$ cat src/rtl/fpga_bram_arb_pkg.sv
// Shared types for the BRAM arbiter: FSM states and access kind.
package fpga_bram_arb_pkg;

  typedef enum logic [1:0] {
    IDLE  = 2'd0,
    ISSUE = 2'd1,
    RESP  = 2'd2
  } state_e;

  typedef enum logic {
    OP_READ  = 1'b0,
    OP_WRITE = 1'b1
  } op_e;

endpackage

$ cat src/rtl/fpga_bram_arbiter_rr_arbiter.sv
// Round-robin pick among a request vector, searching upward from a stored pointer.
// Latency: combinational grant; the pointer moves on the clock edge where update is high.
// Backpressure: none; the caller decides when a grant is taken by asserting update.
module rr_arbiter #(
  parameter int NUM_REQ = 2,
  parameter int IDX_W   = $clog2(NUM_REQ)
) (
  input  logic               clk,
  input  logic               rst,
  input  logic [NUM_REQ-1:0] req,
  input  logic               update,
  output logic [NUM_REQ-1:0] grant,
  output logic [IDX_W-1:0]   grant_idx
);

  logic [IDX_W-1:0] ptr_q;
  logic             found;
  int               k;

  always_comb begin
    found     = 1'b0;
    grant_idx = '0;
    k         = 0;
    for (int i = 0; i < NUM_REQ; i++) begin
      k = (int'(ptr_q) + i) % NUM_REQ;
      if (!found && req[IDX_W'(k)]) begin
        found     = 1'b1;
        grant_idx = IDX_W'(k);
      end
    end
    grant = found ? (NUM_REQ'(1) << grant_idx) : '0;
  end

  // Winner goes to the back of the queue: next search starts just past it.
  always_ff @(posedge clk or negedge rst) begin
    if (!rst) begin
      ptr_q <= '0;
    end else if (update) begin
      ptr_q <= (grant_idx == IDX_W'(NUM_REQ - 1)) ? '0 : grant_idx + IDX_W'(1);
    end
  end

endmodule

$ cat src/rtl/fpga_bram_arbiter.sv
// Shares one single-port BRAM between NUM_REQ requesters, one access in flight, round-robin.
// Latency: grant edge -> one ISSUE cycle -> one-cycle resp pulse (2 cycles after the grant edge).
// Backpressure: requests are levels held until resp; losers simply wait in place.
module fpga_bram_arbiter
  import fpga_bram_arb_pkg::*;
#(
  parameter int NUM_REQ       = 2,
  parameter int DATA_WIDTH    = 64,
  parameter int ADDRESS_WIDTH = 32
) (
  input  logic                            clk,
  input  logic                            rst,
  input  logic [NUM_REQ-1:0]              req_read_i,
  input  logic [NUM_REQ-1:0]              req_write_i,
  input  logic [NUM_REQ*ADDRESS_WIDTH-1:0] req_addr_i,
  input  logic [NUM_REQ*DATA_WIDTH-1:0]   req_wdata_i,
  output logic [NUM_REQ-1:0]              req_resp_o,
  output logic [DATA_WIDTH-1:0]           req_rdata_o,
  output logic                            bram_ena_o,
  output logic                            bram_wea_o,
  output logic [ADDRESS_WIDTH-1:0]        bram_addra_o,
  output logic [DATA_WIDTH-1:0]           bram_dina_o,
  input  logic [DATA_WIDTH-1:0]           bram_douta_i,
  input  logic                            bram_error_i,
  output logic                            error_o
);

  localparam int IDX_W = $clog2(NUM_REQ);

  state_e                   state_q, state_d;
  op_e                      op_q;
  logic [IDX_W-1:0]         g_q;
  logic [ADDRESS_WIDTH-1:0] addr_q;
  logic [DATA_WIDTH-1:0]    wdata_q;
  logic                     error_q;

  logic [NUM_REQ-1:0]       req_any;
  logic [NUM_REQ-1:0]       grant_oh;
  logic [IDX_W-1:0]         grant_idx;
  logic                     update;
  logic [ADDRESS_WIDTH-1:0] addr_arr  [NUM_REQ];
  logic [DATA_WIDTH-1:0]    wdata_arr [NUM_REQ];

  assign req_any = req_read_i | req_write_i;
  assign update  = (state_q == IDLE) && (|req_any);

  always_comb begin
    for (int i = 0; i < NUM_REQ; i++) begin
      addr_arr[i]  = req_addr_i[i*ADDRESS_WIDTH +: ADDRESS_WIDTH];
      wdata_arr[i] = req_wdata_i[i*DATA_WIDTH +: DATA_WIDTH];
    end
  end

  rr_arbiter #(.NUM_REQ(NUM_REQ), .IDX_W(IDX_W)) u_rr (
    .clk       (clk),
    .rst       (rst),
    .req       (req_any),
    .update    (update),
    .grant     (grant_oh),
    .grant_idx (grant_idx)
  );

  always_ff @(posedge clk or negedge rst) begin
    if (!rst) state_q <= IDLE;
    else      state_q <= state_d;
  end

  always_comb begin
    state_d = state_q;
    case (state_q)
      IDLE:    if (|req_any) state_d = ISSUE;
      ISSUE:   state_d = RESP;
      RESP:    state_d = IDLE;
      default: state_d = IDLE;
    endcase
  end

  // Write wins when a requester raises both; that case is also flagged as an error.
  always_ff @(posedge clk or negedge rst) begin
    if (!rst) begin
      g_q     <= '0;
      op_q    <= OP_READ;
      addr_q  <= '0;
      wdata_q <= '0;
    end else if (update) begin
      g_q     <= grant_idx;
      op_q    <= req_write_i[grant_idx] ? OP_WRITE : OP_READ;
      addr_q  <= addr_arr[grant_idx];
      wdata_q <= wdata_arr[grant_idx];
    end
  end

  always_ff @(posedge clk or negedge rst) begin
    if (!rst) begin
      error_q <= 1'b0;
    end else if (bram_error_i ||
                 (update && req_read_i[grant_idx] && req_write_i[grant_idx])) begin
      error_q <= 1'b1;
    end
  end

  assign bram_ena_o   = (state_q == ISSUE);
  assign bram_wea_o   = (state_q == ISSUE) && (op_q == OP_WRITE);
  assign bram_addra_o = addr_q;
  assign bram_dina_o  = wdata_q;
  assign req_resp_o   = (state_q == RESP) ? (NUM_REQ'(1) << g_q) : '0;
  assign req_rdata_o  = ((state_q == RESP) && (op_q == OP_READ)) ? bram_douta_i : '0;
  assign error_o      = error_q;

  a_addr_known: assert property (@(posedge clk) disable iff (!rst)
    update |-> !$isunknown(addr_arr[grant_idx]))
    else $error("unknown address from granted requester");

  a_wdata_known: assert property (@(posedge clk) disable iff (!rst)
    (update && req_write_i[grant_idx]) |-> !$isunknown(wdata_arr[grant_idx]))
    else $error("unknown write data from granted requester");

  logic unused_grant_oh;
  assign unused_grant_oh = |grant_oh;

endmodule
$ cat config.mk
export PLATFORM = sky130hd
export DESIGN_NAME = fpga_bram_arbiter
export DESIGN_NICKNAME = d
export VERILOG_FILES = /design/src/rtl/fpga_bram_arb_pkg.sv /design/src/rtl/fpga_bram_arbiter_rr_arbiter.sv /design/src/rtl/fpga_bram_arbiter.sv
export SDC_FILE = /design/constraint.sdc
export NUM_CORES = 1
export LEC_CHECK = 0
export BUFFER_PORTS_ARGS = -buffer_cell sky130_fd_sc_hd__buf_2
export CORE_AREA = 2 2 166 168
export DETAILED_ROUTE_END_ITERATION = 8
export DIE_AREA = 0 0 168 170
export PLACE_DENSITY = 0.53
export SETUP_SLACK_MARGIN = 0.02
export SLEW_MARGIN = 10
export SYNTH_ARGS = -nofsm -noshare
export SYNTH_HDL_FRONTEND = slang
export SYNTH_SLANG_ARGS = --single-unit
$ cat constraint.sdc
create_clock -name clk -period 2.1 [get_ports clk]
set_input_delay 0.525 -clock clk [delete_from_list [all_inputs] [get_ports clk]]
set_output_delay 0.525 -clock clk [all_outputs]
set_load 0.05 [all_outputs]
Word level (Yosys, flattened, before mapping):

Cells that the tools add are included.

* reduce and logical (&&, ||, !) cells: 10
* multiplexer cells: 23
* bitwise operators: 3
* $lt $le $gt $ge: 4
* shift operators: 1
* add/subtract/negate cells: 2
* equality and inequality tests: 3

Operator list (count)
* 64-bit 2-to-1 mux: 4
* 32-bit 2-to-1 mux: 3
* 1-bit 2-to-1 mux: 13
* 1-bit logical AND: 6
* 1-bit by 3-bit < comparator with 1-bit output (second input constant): 2
* 2-bit 2-to-1 mux: 2
* 2-bit case mux with 2 select lines: 1
* 1-bit adder (second input constant): 2
* 2-bit by 1-bit equality test with 1-bit output (second input constant): 1
* 2-bit equality test (second input constant): 1
* 2-bit >= comparator (second input constant): 1
* 2-bit logical NOT: 1
* 1-bit by 2-bit < comparator with 1-bit output (second input constant): 1
* 2-bit by 1-bit != test with 1-bit output (second input constant): 1
* 1-bit NOT with 2-bit output: 1
* 2-bit bitwise OR: 1
* 2-bit OR reduction: 1
* 1-bit by 1-bit left shift with 2-bit output (first input constant): 1
* 1-bit logical NOT: 1
* 1-bit logical OR: 1
* 1-bit NOT: 1

* output and inout port bits: 165
* input bits: 263
* register bits: 102

Depth between registers and ports, before layout:

* depth in word-level cells: 12
* depth in mapped cells: 5
* gate-level depth less buffers: 3

Modules after synthesis:

From an unflattened synthesis, not the netlist that was laid out.

* cell total of the unflattened synthesis: 411
* area total of the unflattened synthesis: 5840.6 sq um

By module, submodules not included
* fpga_bram_arbiter: seq. area each 2527.4 sq um, cells an instance 405, area each 5778.0 sq um, instances 1
* rr_arbiter: seq. area each 25.0 sq um, cells an instance 6, area each 62.6 sq um, instances 1

Worst setup path before layout:

OpenSTA, ideal clock, no wires.

* kind: register -> output
* start point: reg state_q[1]
* end point: out bram_wea_o
* slack: -80 ps
* data required time: 1575 ps
* data arrival time: 1655 ps
* stages on the path, launching flop included: 3
* path through: dfrtp_1 > nor2b_1 > and2_1

* cells in the longest elaborated chain, start to end: 2

Ends and longest elaborated chain
* start, declared: line fpga_bram_arbiter.sv:30 `state_e state_q, state_d;`
* start signal, assigned: line fpga_bram_arbiter.sv:65 `else state_q <= state_d;`
* 2-bit by 1-bit equality test with 1-bit output
* net bram_ena_o: line fpga_bram_arbiter.sv:19 `output logic bram_ena_o,`
* 1-bit logical AND: line fpga_bram_arbiter.sv:103 `assign bram_wea_o = (state_q == ISSUE) && (op_q == OP_WRITE);`
* end, declared: line fpga_bram_arbiter.sv:20 `output logic bram_wea_o,`

The timed path passes the listed nets, and every way through them passes these cells.

Worst setup path after layout:

* start point: reg state_q[0]
* end point: out req_rdata_o[17]

* cells in the longest elaborated chain, start to end: 3

Ends and longest elaborated chain
* 2-bit equality test: line fpga_bram_arbiter.sv:107 `assign req_rdata_o = ((state_q == RESP) && (op_q == OP_READ)) ? bram_douta_i : '0;`
* 1-bit logical AND: line fpga_bram_arbiter.sv:107
* 64-bit 2-to-1 mux: line fpga_bram_arbiter.sv:107
* end, declared: line fpga_bram_arbiter.sv:18 `output logic [DATA_WIDTH-1:0] req_rdata_o,`

Every way passes these cells.

==> summary.txt <==
status: complete, no violations
Synth Cell Area: 5420 sq um
Die Wd: 168 um
chip height: 170 um
Total Routing Usage GR: 12.0%
half-perimeter wire length after placement: 13700 um
Routed Antenna Nets: 0
Area Growth Syn to Fin: 62.5%
max_slew headroom: 70.5%
Yosys warnings: 0
worst clock skew: 0.0109 ns
fraction of layout instances using a drive strength above 1: 63.5%
Final Hold Fails: 0
period utilization: 99.5%
Yosys cell types: 18
Hold WS: 0.0832 ns
# setup viols final: 0
critical path endpoint category: output port
Tot Pwr: 14.6 mW
DR vias/cell: 4.05
Pwr Density: 1660 nW/um^2
commonest non-fill, non-tap cell in the layout: buf_2
Synthesized Nets: 667
Worst Setup Start Kind: flip-flop
Setup TNS: 0 ns
Critical Path RT: 1.57 ns
largest net degree at the start of global routing: 51
Final min period: 2.09 ns
worst slack at placement: 0.0212 ns
register area share after synthesis: 47.1%
CTS Buffer Depth: 2
Hold WC Path Type: input pin to async pin
via count: 4760
drt pass-1 iters: 4
commonest cells after routing, fill and taps aside: 362 x buf_2, 142 x mux2_1, 101 x dfrtp_1
Peak VDD IR: 0.862 mV
cts hold-fix bufs: 0
detailed-route DRC error count: 0
1st-iter DRT viols: 183
Reg2Reg Setup Slack: 0.26 ns
RSZ-0062 raised after global routing: true
Slew Viols, Final: 0
GRT overflow: 0
crit path max fanout: 32
Post-Syn Instances: 404
WL per Instance: 15.5 um
first-pass GRT wire length: 26700 um
Setup CP Type: flip-flop to output port
htree depth: 3
Core Area: 26700 sq um
Clock Latency Late Sink: 0.35 ns
Ports: 428
Slew @ Worst Pin: 0.439 ns
max frequency: 479 MHz
maxcap violations: 0
row cnt: 60
Synth Register Bits: 102
GPL Wtd Cong: 0.737
Root Buffer Master: clkbuf_16
worst setup margin: 0.0113 ns
Leak: 4.30 nW
layout net count: 1091
IO buf count: 427
CP arrival: 1.56 ns
TritonCTS Buffers: 9
Initial Util: 20.3%
vias in the first global route: 4784
Die ar.: 28600 sq um
CTS tree: built
Antenna Cells: 0
Post-Syn Area per Cell: 13.4 sq um
Post-Route WL: 18200 um
Sinks on Clock Net: 102
initial antenna violation count: 0
clock-pin slew on the worst setup and hold paths: 0.08 ns
[critical path, cell delays in order, from the launching register on]
cell      delay, ns
dfrtp_1        0.38
nand2b_4       0.15
nor2_4         0.14
buf_12         0.19
and2_1         0.18
buf_6          0.17
[final cells by class]
cell class / instances / area, sq um
inverters: 2 / 7.51
flip-flops and latches: 102 / 2550
well taps: 341 / 427
repair buffers: 440 / 2790
multi-input cells: 273 / 2750
clock inverters: 7 / 56.3
fillers: 2733 / 17800
clock buffers: 9 / 225
[cells in the mapped netlist (all sizes together)]
cell	count	area share, %
and2	65	7.5
nor2	3	0.21
nand2b	1	0.12
a311o	1	0.18
nor4	1	0.12
mux2	195	41
buf	21	2.8
nor3	1	0.092
clkbuf	6	0.42
dfrtp	102	47
a21oi	2	0.18
nor2b	2	0.23
inv	2	0.14
o21ai	1	0.16
mux2i	1	0.18
[power by group]
| part | leakage [nW] | internal (mW) | switching, mW |
|---|---|---|---|
| combinational | 2.97 | 3.08 | 6.39 |
| clock | 0.142 | 0.824 | 0.842 |
| sequential | 1.19 | 2.99 | 0.472 |
[metrics by stage]
stage	std cells	utilization (%)	instance area, sq um
after floorplan	404	-	5420
after global placement	1155	30.0	7990
after detailed placement	1155	30.0	7990
after CTS	1175	33.0	8780
after global routing	1174	33.0	8800
final	1174	33.0	8800
[path summary, 6_finish.rpt]
| kind | startpoint | endpoint | cells after the start |
|---|---|---|---|
| setup / recovery | state_q[0] | req_rdata_o[17] | 5 |
| hold reg to reg | bram_dina_o[22] | bram_dina_o[22] | 1 |
| min in group clk | bram_error_i | error_o | 2 |
| hold / removal | rst | bram_dina_o[50] | 1 |
| max in group asynchronous | rst | bram_dina_o[25] | 2 |
| setup reg to reg | state_q[1] | bram_dina_o[4] | 4 |
[logic make-up (layout without fill, tap and decap cells)]
logic type | after synthesis | after routing | synth area share, %
compound gates | 4 | 4 | 0.531
simple gates | 73 | 73 | 8.27
mux | 196 | 196 | 40.7
buf+inv | 29 | 458 | 3.39
flops | 102 | 102 | 47.1
[routing by layer]
layer,share of wire [%],wire (um),track usage [%]
met3,6.1,1100,3.00
met5,0,0,0
met4,1.6,284,3.29
met2,48,8750,19.3
met1,44,8010,15.9
[flip-flops by register name, summed over array words and instances, names as in the netlist]
signal and cells:
g_q 1, bram_addra_o 32, error_o 1, state_q 2
bram_dina_o 64, u_rr.ptr_q 1, op_q 1
[timing repair]
action,4_1_cts,5_1_grt
resized for setup,144,15
setup endpoints to repair,64,64
cloned,1,0
setup buffers,3,0
pin swaps,2,2
Note: power is estimated with default switching activity, not from simulation.
